===== config.mk =====
export PLATFORM = sky130hd
export DESIGN_NAME = car_sprite_arbiter_flat
export DESIGN_NICKNAME = d
export VERILOG_FILES = /design/src/rtl/car_sprite_arbiter_if.sv /design/src/rtl/car_sprite_arbiter.sv /design/src/flat_wrapper.sv
export SDC_FILE = /design/constraint.sdc
export NUM_CORES = 1
export LEC_CHECK = 0
export CORE_MARGIN = 10
export CORE_UTILIZATION = 38
export DETAILED_ROUTE_END_ITERATION = 8
export PLACE_DENSITY = 0.77
export SYNTH_ARGS = -nofsm -noshare
export SYNTH_HDL_FRONTEND = slang
export SYNTH_SLANG_ARGS = --single-unit
export TNS_END_PERCENT = 5

===== constraint.sdc =====
create_clock -name i_clk -period 2.85 [get_ports i_clk]
set_input_delay 0.57 -clock i_clk [delete_from_list [all_inputs] [get_ports i_clk]]
set_output_delay 0.57 -clock i_clk [all_outputs]
set_load 0.02 [all_outputs]

===== src/rtl/car_sprite_arbiter_if.sv =====
// Request/ROM/response bundle for the car sprite arbiter.
// The DUT uses the slave modport; the requesters, ROM and sink use the master modport.
interface car_sprite_arbiter_if;
  logic        req0;
  logic        req1;
  logic [5:0]  x0;
  logic [5:0]  x1;
  logic [7:0]  y0;
  logic [7:0]  y1;
  logic [2:0]  lives0;
  logic [2:0]  lives1;
  logic        ack0;
  logic        ack1;
  logic [15:0] rom_addr;
  logic [23:0] rom_pixel;
  logic        rsp_valid;
  logic        rsp_id;
  logic [23:0] rsp_pixel;
  logic        rsp_transparent;

  modport master (
    output req0, req1, x0, x1, y0, y1, lives0, lives1, rom_pixel,
    input  ack0, ack1, rom_addr, rsp_valid, rsp_id, rsp_pixel, rsp_transparent
  );

  modport slave (
    input  req0, req1, x0, x1, y0, y1, lives0, lives1, rom_pixel,
    output ack0, ack1, rom_addr, rsp_valid, rsp_id, rsp_pixel, rsp_transparent
  );
endinterface


===== src/rtl/car_sprite_arbiter.sv =====
// Round-robin arbiter sharing one car sprite ROM between two pixel requesters.
// Grant -> registered ROM address -> ROM latency -> registered response (3 cycles).
module car_sprite_arbiter #(
  parameter int unsigned SPRITE_W    = 64,
  parameter int unsigned SPRITE_H    = 130,
  parameter int unsigned FRAME_WORDS = 8320
) (
  input logic                 i_clk,
  input logic                 i_rst,
  car_sprite_arbiter_if.slave io_bus
);

  localparam logic [23:0] ColourKey = 24'hFFFFFF;

  logic        r_ptr;
  logic [15:0] r_rom_addr;
  logic        r_s1_vld;
  logic        r_s1_id;
  logic        r_s1_oor;
  logic        r_s2_vld;
  logic        r_s2_id;
  logic        r_s2_oor;
  logic        r_rsp_vld;
  logic        r_rsp_id;
  logic [23:0] r_rsp_pixel;
  logic        r_rsp_transp;

  logic        w_ack0;
  logic        w_ack1;
  logic        w_grant;
  logic        w_gnt_id;
  logic [5:0]  w_x;
  logic [7:0]  w_y;
  logic [2:0]  w_lives;
  logic [2:0]  w_lives_c;
  logic [2:0]  w_frame;
  logic        w_oor;
  logic [15:0] w_addr;
  logic [23:0] w_pixel;

  // Favoured requester wins a tie; acks are forced low while reset is high.
  always_comb begin
    w_ack0 = 1'b0;
    w_ack1 = 1'b0;
    if (!i_rst) begin
      if (io_bus.req0 && (!io_bus.req1 || !r_ptr)) begin
        w_ack0 = 1'b1;
      end else if (io_bus.req1) begin
        w_ack1 = 1'b1;
      end
    end
  end

  assign w_grant  = w_ack0 | w_ack1;
  assign w_gnt_id = w_ack1;

  always_comb begin
    w_x     = w_gnt_id ? io_bus.x1     : io_bus.x0;
    w_y     = w_gnt_id ? io_bus.y1     : io_bus.y0;
    w_lives = w_gnt_id ? io_bus.lives1 : io_bus.lives0;
  end

  always_comb begin
    w_lives_c = w_lives;
    if (w_lives == 3'd0) begin
      w_lives_c = 3'd1;
    end else if (w_lives > 3'd5) begin
      w_lives_c = 3'd5;
    end
  end

  // Frame 0 holds the five-lives sprite; the largest address (41599) fits 16 bits.
  assign w_frame = 3'd5 - w_lives_c;
  assign w_oor   = 32'(w_y) >= SPRITE_H;
  assign w_addr  = 16'(w_frame) * 16'(FRAME_WORDS) + 16'(w_y) * 16'(SPRITE_W) + 16'(w_x);

  always_ff @(posedge i_clk or posedge i_rst) begin
    if (i_rst) begin
      r_ptr      <= 1'b0;
      r_rom_addr <= '0;
    end else if (w_grant) begin
      r_ptr      <= ~w_gnt_id;
      r_rom_addr <= w_oor ? 16'd0 : w_addr;
    end
  end

  always_ff @(posedge i_clk or posedge i_rst) begin
    if (i_rst) begin
      r_s1_vld <= 1'b0;
      r_s1_id  <= 1'b0;
      r_s1_oor <= 1'b0;
      r_s2_vld <= 1'b0;
      r_s2_id  <= 1'b0;
      r_s2_oor <= 1'b0;
    end else begin
      r_s1_vld <= w_grant;
      r_s1_id  <= w_gnt_id;
      r_s1_oor <= w_oor;
      r_s2_vld <= r_s1_vld;
      r_s2_id  <= r_s1_id;
      r_s2_oor <= r_s1_oor;
    end
  end

  // Out-of-range requests ignore the ROM and come back as the transparent key.
  assign w_pixel = r_s2_oor ? ColourKey : io_bus.rom_pixel;

  always_ff @(posedge i_clk or posedge i_rst) begin
    if (i_rst) begin
      r_rsp_vld    <= 1'b0;
      r_rsp_id     <= 1'b0;
      r_rsp_pixel  <= '0;
      r_rsp_transp <= 1'b0;
    end else begin
      r_rsp_vld <= r_s2_vld;
      if (r_s2_vld) begin
        r_rsp_id     <= r_s2_id;
        r_rsp_pixel  <= w_pixel;
        r_rsp_transp <= (w_pixel == ColourKey);
      end
    end
  end

  assign io_bus.ack0            = w_ack0;
  assign io_bus.ack1            = w_ack1;
  assign io_bus.rom_addr        = r_rom_addr;
  assign io_bus.rsp_valid       = r_rsp_vld;
  assign io_bus.rsp_id          = r_rsp_id;
  assign io_bus.rsp_pixel       = r_rsp_pixel;
  assign io_bus.rsp_transparent = r_rsp_transp;

endmodule


===== src/flat_wrapper.sv =====
// flat-port wrapper written by rule: the top's interface ports become plain ports
module car_sprite_arbiter_flat 
#(
  parameter int unsigned SPRITE_W    = 64,
  parameter int unsigned SPRITE_H    = 130,
  parameter int unsigned FRAME_WORDS = 8320
)
  (i_clk, i_rst, io_bus_req0, io_bus_req1, io_bus_x0, io_bus_x1, io_bus_y0, io_bus_y1, io_bus_lives0, io_bus_lives1, io_bus_rom_pixel, io_bus_ack0, io_bus_ack1, io_bus_rom_addr, io_bus_rsp_valid, io_bus_rsp_id, io_bus_rsp_pixel, io_bus_rsp_transparent);
  car_sprite_arbiter_if io_bus_i ();
  input logic i_clk;
  input logic i_rst;
  input wire logic [$bits(io_bus_i.req0)-1:0] io_bus_req0;
  input wire logic [$bits(io_bus_i.req1)-1:0] io_bus_req1;
  input wire logic [$bits(io_bus_i.x0)-1:0] io_bus_x0;
  input wire logic [$bits(io_bus_i.x1)-1:0] io_bus_x1;
  input wire logic [$bits(io_bus_i.y0)-1:0] io_bus_y0;
  input wire logic [$bits(io_bus_i.y1)-1:0] io_bus_y1;
  input wire logic [$bits(io_bus_i.lives0)-1:0] io_bus_lives0;
  input wire logic [$bits(io_bus_i.lives1)-1:0] io_bus_lives1;
  input wire logic [$bits(io_bus_i.rom_pixel)-1:0] io_bus_rom_pixel;
  output wire logic [$bits(io_bus_i.ack0)-1:0] io_bus_ack0;
  output wire logic [$bits(io_bus_i.ack1)-1:0] io_bus_ack1;
  output wire logic [$bits(io_bus_i.rom_addr)-1:0] io_bus_rom_addr;
  output wire logic [$bits(io_bus_i.rsp_valid)-1:0] io_bus_rsp_valid;
  output wire logic [$bits(io_bus_i.rsp_id)-1:0] io_bus_rsp_id;
  output wire logic [$bits(io_bus_i.rsp_pixel)-1:0] io_bus_rsp_pixel;
  output wire logic [$bits(io_bus_i.rsp_transparent)-1:0] io_bus_rsp_transparent;
  assign io_bus_i.req0 = io_bus_req0;
  assign io_bus_i.req1 = io_bus_req1;
  assign io_bus_i.x0 = io_bus_x0;
  assign io_bus_i.x1 = io_bus_x1;
  assign io_bus_i.y0 = io_bus_y0;
  assign io_bus_i.y1 = io_bus_y1;
  assign io_bus_i.lives0 = io_bus_lives0;
  assign io_bus_i.lives1 = io_bus_lives1;
  assign io_bus_i.rom_pixel = io_bus_rom_pixel;
  assign io_bus_ack0 = io_bus_i.ack0;
  assign io_bus_ack1 = io_bus_i.ack1;
  assign io_bus_rom_addr = io_bus_i.rom_addr;
  assign io_bus_rsp_valid = io_bus_i.rsp_valid;
  assign io_bus_rsp_id = io_bus_i.rsp_id;
  assign io_bus_rsp_pixel = io_bus_i.rsp_pixel;
  assign io_bus_rsp_transparent = io_bus_i.rsp_transparent;
  car_sprite_arbiter #(.SPRITE_W(SPRITE_W), .SPRITE_H(SPRITE_H), .FRAME_WORDS(FRAME_WORDS)) u_core (.i_clk(i_clk), .i_rst(i_rst), .io_bus(io_bus_i));
endmodule

Yosys cells after proc, flatten, opt, wreduce, memory -nomap -nowiden
Cells that the tools add are included.
{"block": "totals", "ff_bits": 50, "out_inout_bits": 45, "elab_cells": 38, "input_bits": 62}
{"block": "op_classes", "bitwise_logic": 2, "muxes": 12, "order_cmp": 2, "reduce_logical": 5, "n_eq_ne": 1, "mul": 1, "n_addsub": 3}
{"operator": "== test 24 bit, second input constant", "count": 1}
{"operator": "2-to-1 mux 24 bit", "count": 1}
{"operator": "adder 16 x 14 -> 16 bit", "count": 1}
{"operator": "adder 16 x 6 -> 16 bit", "count": 1}
{"operator": "2-to-1 mux 16 bit", "count": 1}
{"operator": "multiplier 3 x 7 -> 9 bit, second input constant", "count": 1}
{"operator": "2-to-1 mux 3 bit", "count": 3}
{"operator": ">= comparator 8 bit, second input constant", "count": 1}
{"operator": "2-to-1 mux 8 bit", "count": 1}
{"operator": "2-to-1 mux 6 bit", "count": 1}
{"operator": "2-to-1 mux 1 bit", "count": 5}
{"operator": "greater-than comparator 3 bit, second input constant", "count": 1}
{"operator": "zero test 3 bit", "count": 1}
{"operator": "subtractor 3 bit, first input constant", "count": 1}
{"operator": "zero test 1 bit", "count": 2}
{"operator": "logical AND 1 bit", "count": 1}
{"operator": "logical OR 1 bit", "count": 1}
{"operator": "NOT 1 bit", "count": 1}
{"operator": "OR 1 bit", "count": 1}

Depth between registers and ports, before layout
Gate-level depths: netlist of run 1.
{"block": "depth", "depth_word": 14, "ltp_mapped": 13, "ltp_nobuf": 12}

Least setup slack after synthesis of run 1
Ideal clock, no wire load.
{"block": "synth_timing", "kind": "input to register", "from": "input io_bus_req1", "to": "register u_core.r_rom_addr[15], in the netlist u_core.io_bus.rom_addr[15]", "setup_ns": 0.122, "n_path_buf": 2, "arrival_ns": 2.885, "required_ns": 2.728, "path_slack_ns": -0.157, "path_stages": 11, "path_cell_list": "nor2b_4 nand2_4 buf_4 buf_1 o31ai_1 ha_1 fa_1 a21oi_1 a21oi_1 a211o_1 a32o_1"}
{"block": "synth_via", "elab_chain_len": 14, "elab_cells_between_ends": 22, "cone_classes": "add/sub (3); mul (1); order compare (2); mux (11); bitwise (1); reduce/logical (4)"}
{"element": "start: declaration", "line_no": "flat_wrapper.sv:13", "text": "input wire logic [$bits(io_bus_i.req1)-1:0] io_bus_req1;"}
{"element": "zero test 1 bit", "line_no": "car_sprite_arbiter.sv:46", "text": "if (io_bus.req0 && (!io_bus.req1 || !r_ptr)) begin"}
{"element": "logical OR 1 bit", "line_no": "car_sprite_arbiter.sv:46"}
{"element": "logical AND 1 bit", "line_no": "car_sprite_arbiter.sv:46"}
{"element": "2-to-1 mux 1 bit", "line_no": "car_sprite_arbiter.sv:46"}
{"element": "2-to-1 mux 1 bit", "line_no": "car_sprite_arbiter.sv:45", "text": "if (!i_rst) begin"}
{"element": "2-to-1 mux 3 bit", "line_no": "car_sprite_arbiter.sv:60", "text": "w_lives = w_gnt_id ? io_bus.lives1 : io_bus.lives0;"}
{"element": "greater-than comparator 3 bit", "line_no": "car_sprite_arbiter.sv:67", "text": "end else if (w_lives > 3'd5) begin"}
{"element": "2-to-1 mux 3 bit", "line_no": "car_sprite_arbiter.sv:67"}
{"element": "2-to-1 mux 3 bit", "line_no": "car_sprite_arbiter.sv:65", "text": "if (w_lives == 3'd0) begin"}
{"element": "subtractor 3 bit", "line_no": "car_sprite_arbiter.sv:73", "text": "assign w_frame = 3'd5 - w_lives_c;"}
{"element": "multiplier 3 x 7 -> 9 bit", "line_no": "car_sprite_arbiter.sv:75", "text": "assign w_addr = 16'(w_frame) * 16'(FRAME_WORDS) + 16'(w_y) * 16'(SPRITE_W) + 16'(w_x);"}
{"element": "adder 16 x 14 -> 16 bit", "line_no": "car_sprite_arbiter.sv:75"}
{"element": "adder 16 x 6 -> 16 bit", "line_no": "car_sprite_arbiter.sv:75"}
{"element": "2-to-1 mux 16 bit", "line_no": "car_sprite_arbiter.sv:83", "text": "r_rom_addr <= w_oor ? 16'd0 : w_addr;"}
{"element": "end signal: assignment", "line_no": "car_sprite_arbiter.sv:83"}
{"element": "end: declaration", "line_no": "car_sprite_arbiter.sv:16", "text": "logic [15:0] r_rom_addr;"}
Parallel ways exist; a longest one is shown, timed or not.
A chain may end at the register's enable or synchronous reset.

Final worst setup path of run 1
{"block": "layout_timing", "from": "input io_bus_req0", "to": "register u_core.r_rom_addr[15], in the netlist u_core.io_bus.rom_addr[15]"}
{"block": "layout_via", "elab_chain_len": 12, "elab_cells_between_ends": 19, "cone_classes": "add/sub (3); mul (1); order compare (2); mux (10); bitwise (1); reduce/logical (2)"}
{"element": "start: declaration", "line_no": "flat_wrapper.sv:12", "text": "input wire logic [$bits(io_bus_i.req0)-1:0] io_bus_req0;"}
{"element": "logical AND 1 bit (*)", "line_no": "car_sprite_arbiter.sv:46"}
{"element": "2-to-1 mux 1 bit", "line_no": "car_sprite_arbiter.sv:46"}
{"element": "2-to-1 mux 1 bit", "line_no": "car_sprite_arbiter.sv:45"}
{"element": "2-to-1 mux 3 bit", "line_no": "car_sprite_arbiter.sv:60"}
{"element": "greater-than comparator 3 bit", "line_no": "car_sprite_arbiter.sv:67"}
{"element": "2-to-1 mux 3 bit", "line_no": "car_sprite_arbiter.sv:67"}
{"element": "2-to-1 mux 3 bit", "line_no": "car_sprite_arbiter.sv:65"}
{"element": "subtractor 3 bit", "line_no": "car_sprite_arbiter.sv:73"}
{"element": "multiplier 3 x 7 -> 9 bit", "line_no": "car_sprite_arbiter.sv:75"}
{"element": "adder 16 x 14 -> 16 bit", "line_no": "car_sprite_arbiter.sv:75"}
{"element": "adder 16 x 6 -> 16 bit", "line_no": "car_sprite_arbiter.sv:75"}
{"element": "2-to-1 mux 16 bit", "line_no": "car_sprite_arbiter.sv:83"}
Mark *: on every way between the ends. The rest lies on a longest branch, timed or not.

==> results of run 1 <==
## state kept, by name (all words and copies together), names as in the netlist
signal,count
u_core.r_s1_oor,1
u_core.r_s2_vld,1
u_core.r_ptr,1
u_core.io_bus.rsp_valid,1
u_core.io_bus.rsp_transparent,1
u_core.io_bus.rom_addr,16
u_core.r_s2_oor,1
u_core.r_s2_id,1
u_core.r_s1_id,1
u_core.r_s1_vld,1
u_core.io_bus.rsp_id,1
u_core.io_bus.rsp_pixel,24
## how the worst max path moves through the flow
stage	from	endpoint	slack, ps	depth (start not counted)
2_1_floorplan	i_rst	u_core.io_bus.rom_addr[6]	10	6
3_3_place_gp	i_rst	u_core.io_bus.rom_addr[15]	-290	11
3_5_place_dp	io_bus_req1	u_core.io_bus.rom_addr[15]	-350	11
4_1_cts	io_bus_req1	u_core.io_bus.rom_addr[15]	40	11
5_1_grt	io_bus_req0	u_core.io_bus.rom_addr[14]	20	12
6_report	io_bus_req0	u_core.io_bus.rom_addr[15]	90	11
## layout by cell type (no fill, tap or decap), types with 3 or more instances in the layout
cell type,Yosys,routed
clkdlybuf4s50_1,0,104
mux2i_1,12,11
o31ai_1,6,5
dfrtp_1,50,50
a21oi_2,0,3
o22a_1,24,24
nand2_1,25,25
nor2_1,4,4
ha_1,4,3
buf_4,1,26
clkbuf_8,0,5
o31ai_2,6,7
nand4_1,9,9
o21ai_0,7,5
xnor2_1,7,7
## area by class of cell
type / count / area (µm²)
Multi-Input combinational cell: 137 / 1110
Clock inverter: 2 / 37.5
Inverter: 4 / 17.5
Sequential cell: 50 / 1250
Tap cell: 75 / 93.8
Fill cell: 497 / 2180
Timing Repair Buffer: 132 / 1260
Clock buffer: 6 / 72.6
## layer usage
metal,vias up,share of wire (%),GRT usage (%)
met5,-,0,0
met4,0,1.0,3.97
met3,6,9.8,5.88
met2,87,44,19.8
met1,1016,46,17.2
li1,1001,-,-
## logic make-up (layout without fill, tap and decap cells)
family                   after synthesis  count (layout)
AND/OR/NAND/NOR                       53              53
flip-flops                            50              50
buffers and inverters                 16             144
adder cells (fa/ha/maj)                5               5
AO/OA/AOI/OAI                         56              56
multiplexers                          15              15
XOR/XNOR                               8               8
## power groups by stage
stage | clock network [mW] | registers [mW] | logic, mW
after floorplan | 0 | 0.953 | 0.214
after global placement | 0 | 0.859 | 0.650
after detailed placement | 0 | 0.859 | 0.660
after CTS | 0.501 | 0.846 | 0.663
after global routing | 0.541 | 0.857 | 0.715
final | 0.479 | 0.845 | 0.665
## metrics by stage
stage	cell area, µm²	worst slack [ps]
2_1_floorplan	2390	10.6
3_3_place_gp	3680	-285
3_5_place_dp	3680	-348
4_1_cts	3800	42.9
5_1_grt	3840	16.3
6_report	3840	86.4
## what timing repair did
action                                  4_1_cts  5_1_grt
buffers inserted                              0        1
endpoints found under the hold margin         0        0
gates resized for setup                       2       10
endpoints found under the setup margin        1        4
pin swaps                                     0        2
cloned                                        0        0
==> results.sh, run 1 <==
export IMPL_path_clk_slew_ps=90
export IMPL_crit_buf_inv=2
export IMPL_vias=2110
export IMPL_worstSetupEndpointType="flip-flop"
export IMPL_crit_family="compound AO/OA/AOI/OAI gates"
export IMPL_r2r_cells=10
export IMPL_synthFlopType="dfrtp_1"
export IMPL_drive_above_1_share_pct=17.2
export IMPL_routed_wl_mm=6.86
export IMPL_cap_violations=0
export IMPL_yosysSeqAreaShare_pct=52.3
export IMPL_tritoncts_num_buffers=5
export IMPL_r2r_slack_ps=390
export IMPL_antenna_found_initial=0
export IMPL_synthMuxAreaShare_pct=6.75
export IMPL_post_drt_wl_per_cell_um=16.9
export IMPL_htree_levels=2
export IMPL_dp_hpwl_mm=5.41
export IMPL_worst_clock_skew_ps=6.81
export IMPL_drtIter0Drc=84
export IMPL_core_area_mm2=0.00603
export IMPL_routabilityCongestion=0.861
export IMPL_synthCells=203
export IMPL_slowest_delay_ps=530
export IMPL_root_buffer="clkbuf_8"
export IMPL_track_usage_pct=13.4
export IMPL_hold_viol_final=0
export IMPL_status="complete, no violations"
export IMPL_die_h_um=99.3
export IMPL_drc=0
export IMPL_worstMarginPinSlew_ps=934
export IMPL_rows=28
export IMPL_start_util_pct=39.7
export IMPL_grt_pass1_vias=2167
export IMPL_p_per_area_mw_per_mm2=518
export IMPL_overflow=0
export IMPL_ir_worst_vdd_mv=0.254
export IMPL_grt_pass1_wl_mm=11.0
export IMPL_postCtsHoldBufs=0
export IMPL_final_cells=406
export IMPL_die_area_mm2=0.00987
export IMPL_p_int_mw=1.41
export IMPL_power_share_combinational_pct=33.4
export IMPL_fmax_mhz=362
export IMPL_p_sw_mw=0.577
export IMPL_grt_setup_unrepaired="no"
export IMPL_n_antenna_cell=0
export IMPL_power_frac_seq_pct=42.5
export IMPL_yosysWarnings=0
export IMPL_post_route_period_util_pct=97.0
export IMPL_finish_net_count=397
export IMPL_cts_tree="built"
export IMPL_dpl_cell_count=397
export IMPL_critPathMaxFanout=3
export IMPL_async_reset_ff_share_pct=100
export IMPL_numClockSinks=50
export IMPL_fp_dieW_um=99.3
export IMPL_switching_share_pct=29.0
export IMPL_ant_nets=0
export IMPL_synth_area_leaders="dfrtp_1 52%, o22a_1 8.8%, mux2i_1 5.0%"
export IMPL_hold_ws_ps=346
export IMPL_worstPathArrival_ps=2950
export IMPL_cp_start_kind="primary input"
export IMPL_yosysTopAreaCell="dfrtp_1"
export IMPL_min_period_ps=2760
export IMPL_clkPwrFrac_pct=24.1
export IMPL_synth_compound_area_share_pct=20.2
export IMPL_synth_simple_area_share_pct=11.9
export IMPL_grt_max_degree=52
export IMPL_hold_start="u_core.r_s1_oor"
export IMPL_clk_path_buf_depth=2
export IMPL_hold_depth=0
export IMPL_p_leak_nw=1.63
export IMPL_ys_ff_latch=50
export IMPL_worst_hold_path_type="flip-flop to flip-flop"
export IMPL_synth_most_common_cell="dfrtp_1"
export IMPL_max_slew_margin_pct=37.7
export IMPL_r2r_start="u_core.r_ptr"
export IMPL_cp_required_ps=3030
export IMPL_r2r_end="u_core.io_bus.rom_addr[15]"
export IMPL_syn_area_mm2=0.00239
export IMPL_ioPinCount=107
export IMPL_cp_slowest_cell="clkdlybuf4s50_1"
export IMPL_netlist_cell_type_count=42
export IMPL_first_pass_iters=4
export IMPL_fin_tns_setup_ps=0
export IMPL_numPortBuffers=106
export IMPL_hold_path_end="u_core.r_s2_oor"
export IMPL_synth_fp_nets=270
export IMPL_area_growth_pct=60.6
export IMPL_synth_edf_count=0
export IMPL_synth_top_family_by_area="compound AO/OA/AOI/OAI gates"
export IMPL_avgSynthCellArea_um2=11.8
export IMPL_post_route_util_pct=63.7
export IMPL_p_total_mw=1.99
export IMPL_worstPathCellList="clkdlybuf4s50_1, nand2b_4, nand2_4, inv_4, mux2_4, ha_4, fa_2, a21oi_2, a21oi_2, a211o_1, a32o_1"
export IMPL_clock_latency_ps=290
export IMPL_critical_path_class="primary input to flip-flop"
export IMPL_synth_xor_area_share_pct=2.93
export IMPL_viasPerCell=5.20
export IMPL_yosysTopAreaCellShare_pct=52.3
export IMPL_setup_viol=0
export IMPL_synthAdderAreaFrac_pct=2.93
export IMPL_path_common_cell="a21oi_2"
export IMPL_maxSlewViolCount=0
export IMPL_netlist_top_cells_count="50 x dfrtp_1, 25 x nand2_1, 24 x o22a_1"
(Power assumes the default switching activity.)
==> inputs of run 2 (changes only) <==
--- a/config.mk
+++ b/config.mk
@@ -7,6 +7,7 @@
 export LEC_CHECK = 0
 export CORE_MARGIN = 10
 export CORE_UTILIZATION = 38
+export CTS_CLUSTER_DIAMETER = 50
 export DETAILED_ROUTE_END_ITERATION = 8
 export PLACE_DENSITY = 0.77
 export SYNTH_ARGS = -nofsm -noshare
==> results of run 2 <==
No change in the layout: final DEF, timing and power equal those of run 1.
==> inputs of run 3 (changes only) <==
==> constraint.sdc (replaced) <==
create_clock -name i_clk -period 2.85 [get_ports i_clk]
set_input_delay 0.7125 -clock i_clk [delete_from_list [all_inputs] [get_ports i_clk]]
set_output_delay 0.7125 -clock i_clk [all_outputs]
set_load 0.02 [all_outputs]
==> run 3 against run 2 <==
Net effect:
- critical path depth shrank 1
- sequential cell count is the same
- worst setup slack gained 65 ps
- register-to-register slack gained 20 ps
- total power shrank 2.6%
- design area grew 0.36%
- routed wire length grew 0.77%
- die area is the same
- clock skew shrank 0.84 ps
- clock power shrank 11%
- maximum frequency grew 2.4%
- via count grew 0.62%
==> results.sh, run 3 (synthesis gave the netlist of run 1 again) <==
export IMPL_start_util_pct=39.7
export IMPL_final_cell_mix="101 x clkdlybuf4s50_1, 50 x dfrtp_1, 27 x buf_4"
export IMPL_r2r_cells=10
export IMPL_min_period_ps=2700
export IMPL_clk_path_buf_depth=2
export IMPL_worstSetupEndpoint="u_core.io_bus.rom_addr[15]"
export IMPL_cp_start_kind="primary input"
export IMPL_htree_levels=2
export IMPL_die_h_um=99.3
export IMPL_worstSetupEndpointType="flip-flop"
export IMPL_core_area_mm2=0.00603
export IMPL_rows=28
export IMPL_p_per_area_mw_per_mm2=503
export IMPL_finish_net_count=399
export IMPL_dpl_cell_area_mm2=0.00372
export IMPL_fmax_mhz=371
export IMPL_worstPathCellList="clkdlybuf4s50_1, xnor2_1, or3_1, o31ai_2, ha_4, fa_2, a21oi_2, a21oi_2, a211o_1, a32o_1"
export IMPL_setup_viol=0
export IMPL_area_growth_pct=61.2
export IMPL_critPathMaxFanout=2
export IMPL_fp_dieW_um=99.3
export IMPL_post_route_period_util_pct=94.7
export IMPL_p_leak_nw=1.65
export IMPL_drive_above_1_share_pct=18.0
export IMPL_dp_hpwl_mm=5.47
export IMPL_drc=0
export IMPL_routabilityCongestion=0.814
export IMPL_fin_ws_ps=151
export IMPL_ant_nets=0
export IMPL_cp_slowest_cell="clkdlybuf4s50_1"
export IMPL_ioPinCount=107
export IMPL_ir_worst_vdd_mv=0.276
export IMPL_cts_tree="built"
export IMPL_startpoint="io_bus_lives0[2]"
export IMPL_worstMarginPinSlew_ps=926
export IMPL_layout_commonest_cell="clkdlybuf4s50_1"
export IMPL_worst_clock_skew_ps=5.97
export IMPL_status="complete, no violations"
export IMPL_maxSlewViolCount=0
export IMPL_numClockSinks=50
export IMPL_post_drt_wl_per_cell_um=16.9
export IMPL_routed_wl_mm=6.92
export IMPL_r2r_end="u_core.io_bus.rom_addr[15]"
export IMPL_antenna_found_initial=0
export IMPL_critical_path_class="primary input to flip-flop"
export IMPL_drtIter0Drc=66
export IMPL_cap_violations=0
export IMPL_fin_area_mm2=0.00385
export IMPL_root_buffer="clkbuf_8"
export IMPL_largest_reg_flops=24
export IMPL_first_pass_iters=4
export IMPL_worst_hold_path_type="flip-flop to flip-flop"
export IMPL_fin_tns_setup_ps=0
export IMPL_numPortBuffers=106
export IMPL_die_area_mm2=0.00987
export IMPL_vias=2123
export IMPL_grt_max_degree=52
export IMPL_dpl_cell_count=400
export IMPL_path_clk_slew_ps=90
export IMPL_track_usage_pct=13.6
export IMPL_path_common_cell="a21oi_2"
export IMPL_slowest_delay_ps=500
export IMPL_postCtsHoldBufs=0
export IMPL_viasPerCell=5.20
export IMPL_clock_latency_ps=300
export IMPL_hold_viol_final=0
export IMPL_p_total_mw=1.94
export IMPL_tritoncts_num_buffers=5
export IMPL_max_slew_margin_pct=38.3
export IMPL_worstPathArrival_ps=2890
export IMPL_n_antenna_cell=0
export IMPL_grt_pass1_wl_mm=11.3
export IMPL_grt_pass1_vias=2237
export IMPL_grt_setup_unrepaired="no"
export IMPL_r2r_slack_ps=410
export IMPL_cp_required_ps=3040
export IMPL_overflow=0
export IMPL_final_cells=408
export IMPL_r2r_start="u_core.r_ptr"
export IMPL_place_ws_ps=-503
run 3: worst min path at each step:
stage,startpoint,endpoint,slack [ps],cells after the start
global placement,u_core.r_s1_oor,u_core.r_s2_oor,330,0
CTS,u_core.r_s1_oor,u_core.r_s2_oor,360,0
finish,u_core.r_s1_oor,u_core.r_s2_oor,360,0
detailed placement,u_core.r_s1_oor,u_core.r_s2_oor,340,0
global route,u_core.r_s1_oor,u_core.r_s2_oor,370,0
floorplan,u_core.r_s1_id,u_core.r_s2_id,330,0
run 3: critical path, delay by kind of cell:
kind	cells	cell delay [ps]
xor+xnor	1	130
simple gates	1	130
fa+ha+maj	2	590
compound gates	5	830
buf+inv	1	500
run 3: report_power, final:
part	switching (mW)	leakage, nW	internal, mW
clock network	0.230	0.0472	0.195
logic	0.308	1.03	0.358
registers	0.0501	0.578	0.796
run 3: layout make-up:
type                       instances  area [µm²]
timing repair buffer             134        1290
sequential                        50        1250
inverter                           4        18.8
fill                             482        2170
clock buffer                       6        82.6
multi-input combinational        137        1110
tap                               75        93.8
clock inverter                     2        12.5
run 3: what timing repair did:
action,in CTS,in global routing
pin swaps,0,3
setup buffers,0,0
endpoints found under the setup margin,6,5
cloned,0,0
resized for setup,5,8
run 3: metal layers:
| metal | vias to the layer above | routed length, µm | global-route usage, % |
|---|---|---|---|
| met4 | 0 | 57 | 3.31 |
| met5 | - | 0 | 0 |
| met2 | 102 | 3110 | 21.6 |
| met1 | 1007 | 3020 | 16.4 |
| li1 | 1008 | - | - |
| met3 | 6 | 734 | 6.23 |
run 3: per-stage QoR:
step	hold slack, ps	util (%)
detailed placement	336	61.7
global placement	332	61.7
floorplan	331	-
finish	356	64.0
CTS	359	63.4
global route	373	64.0
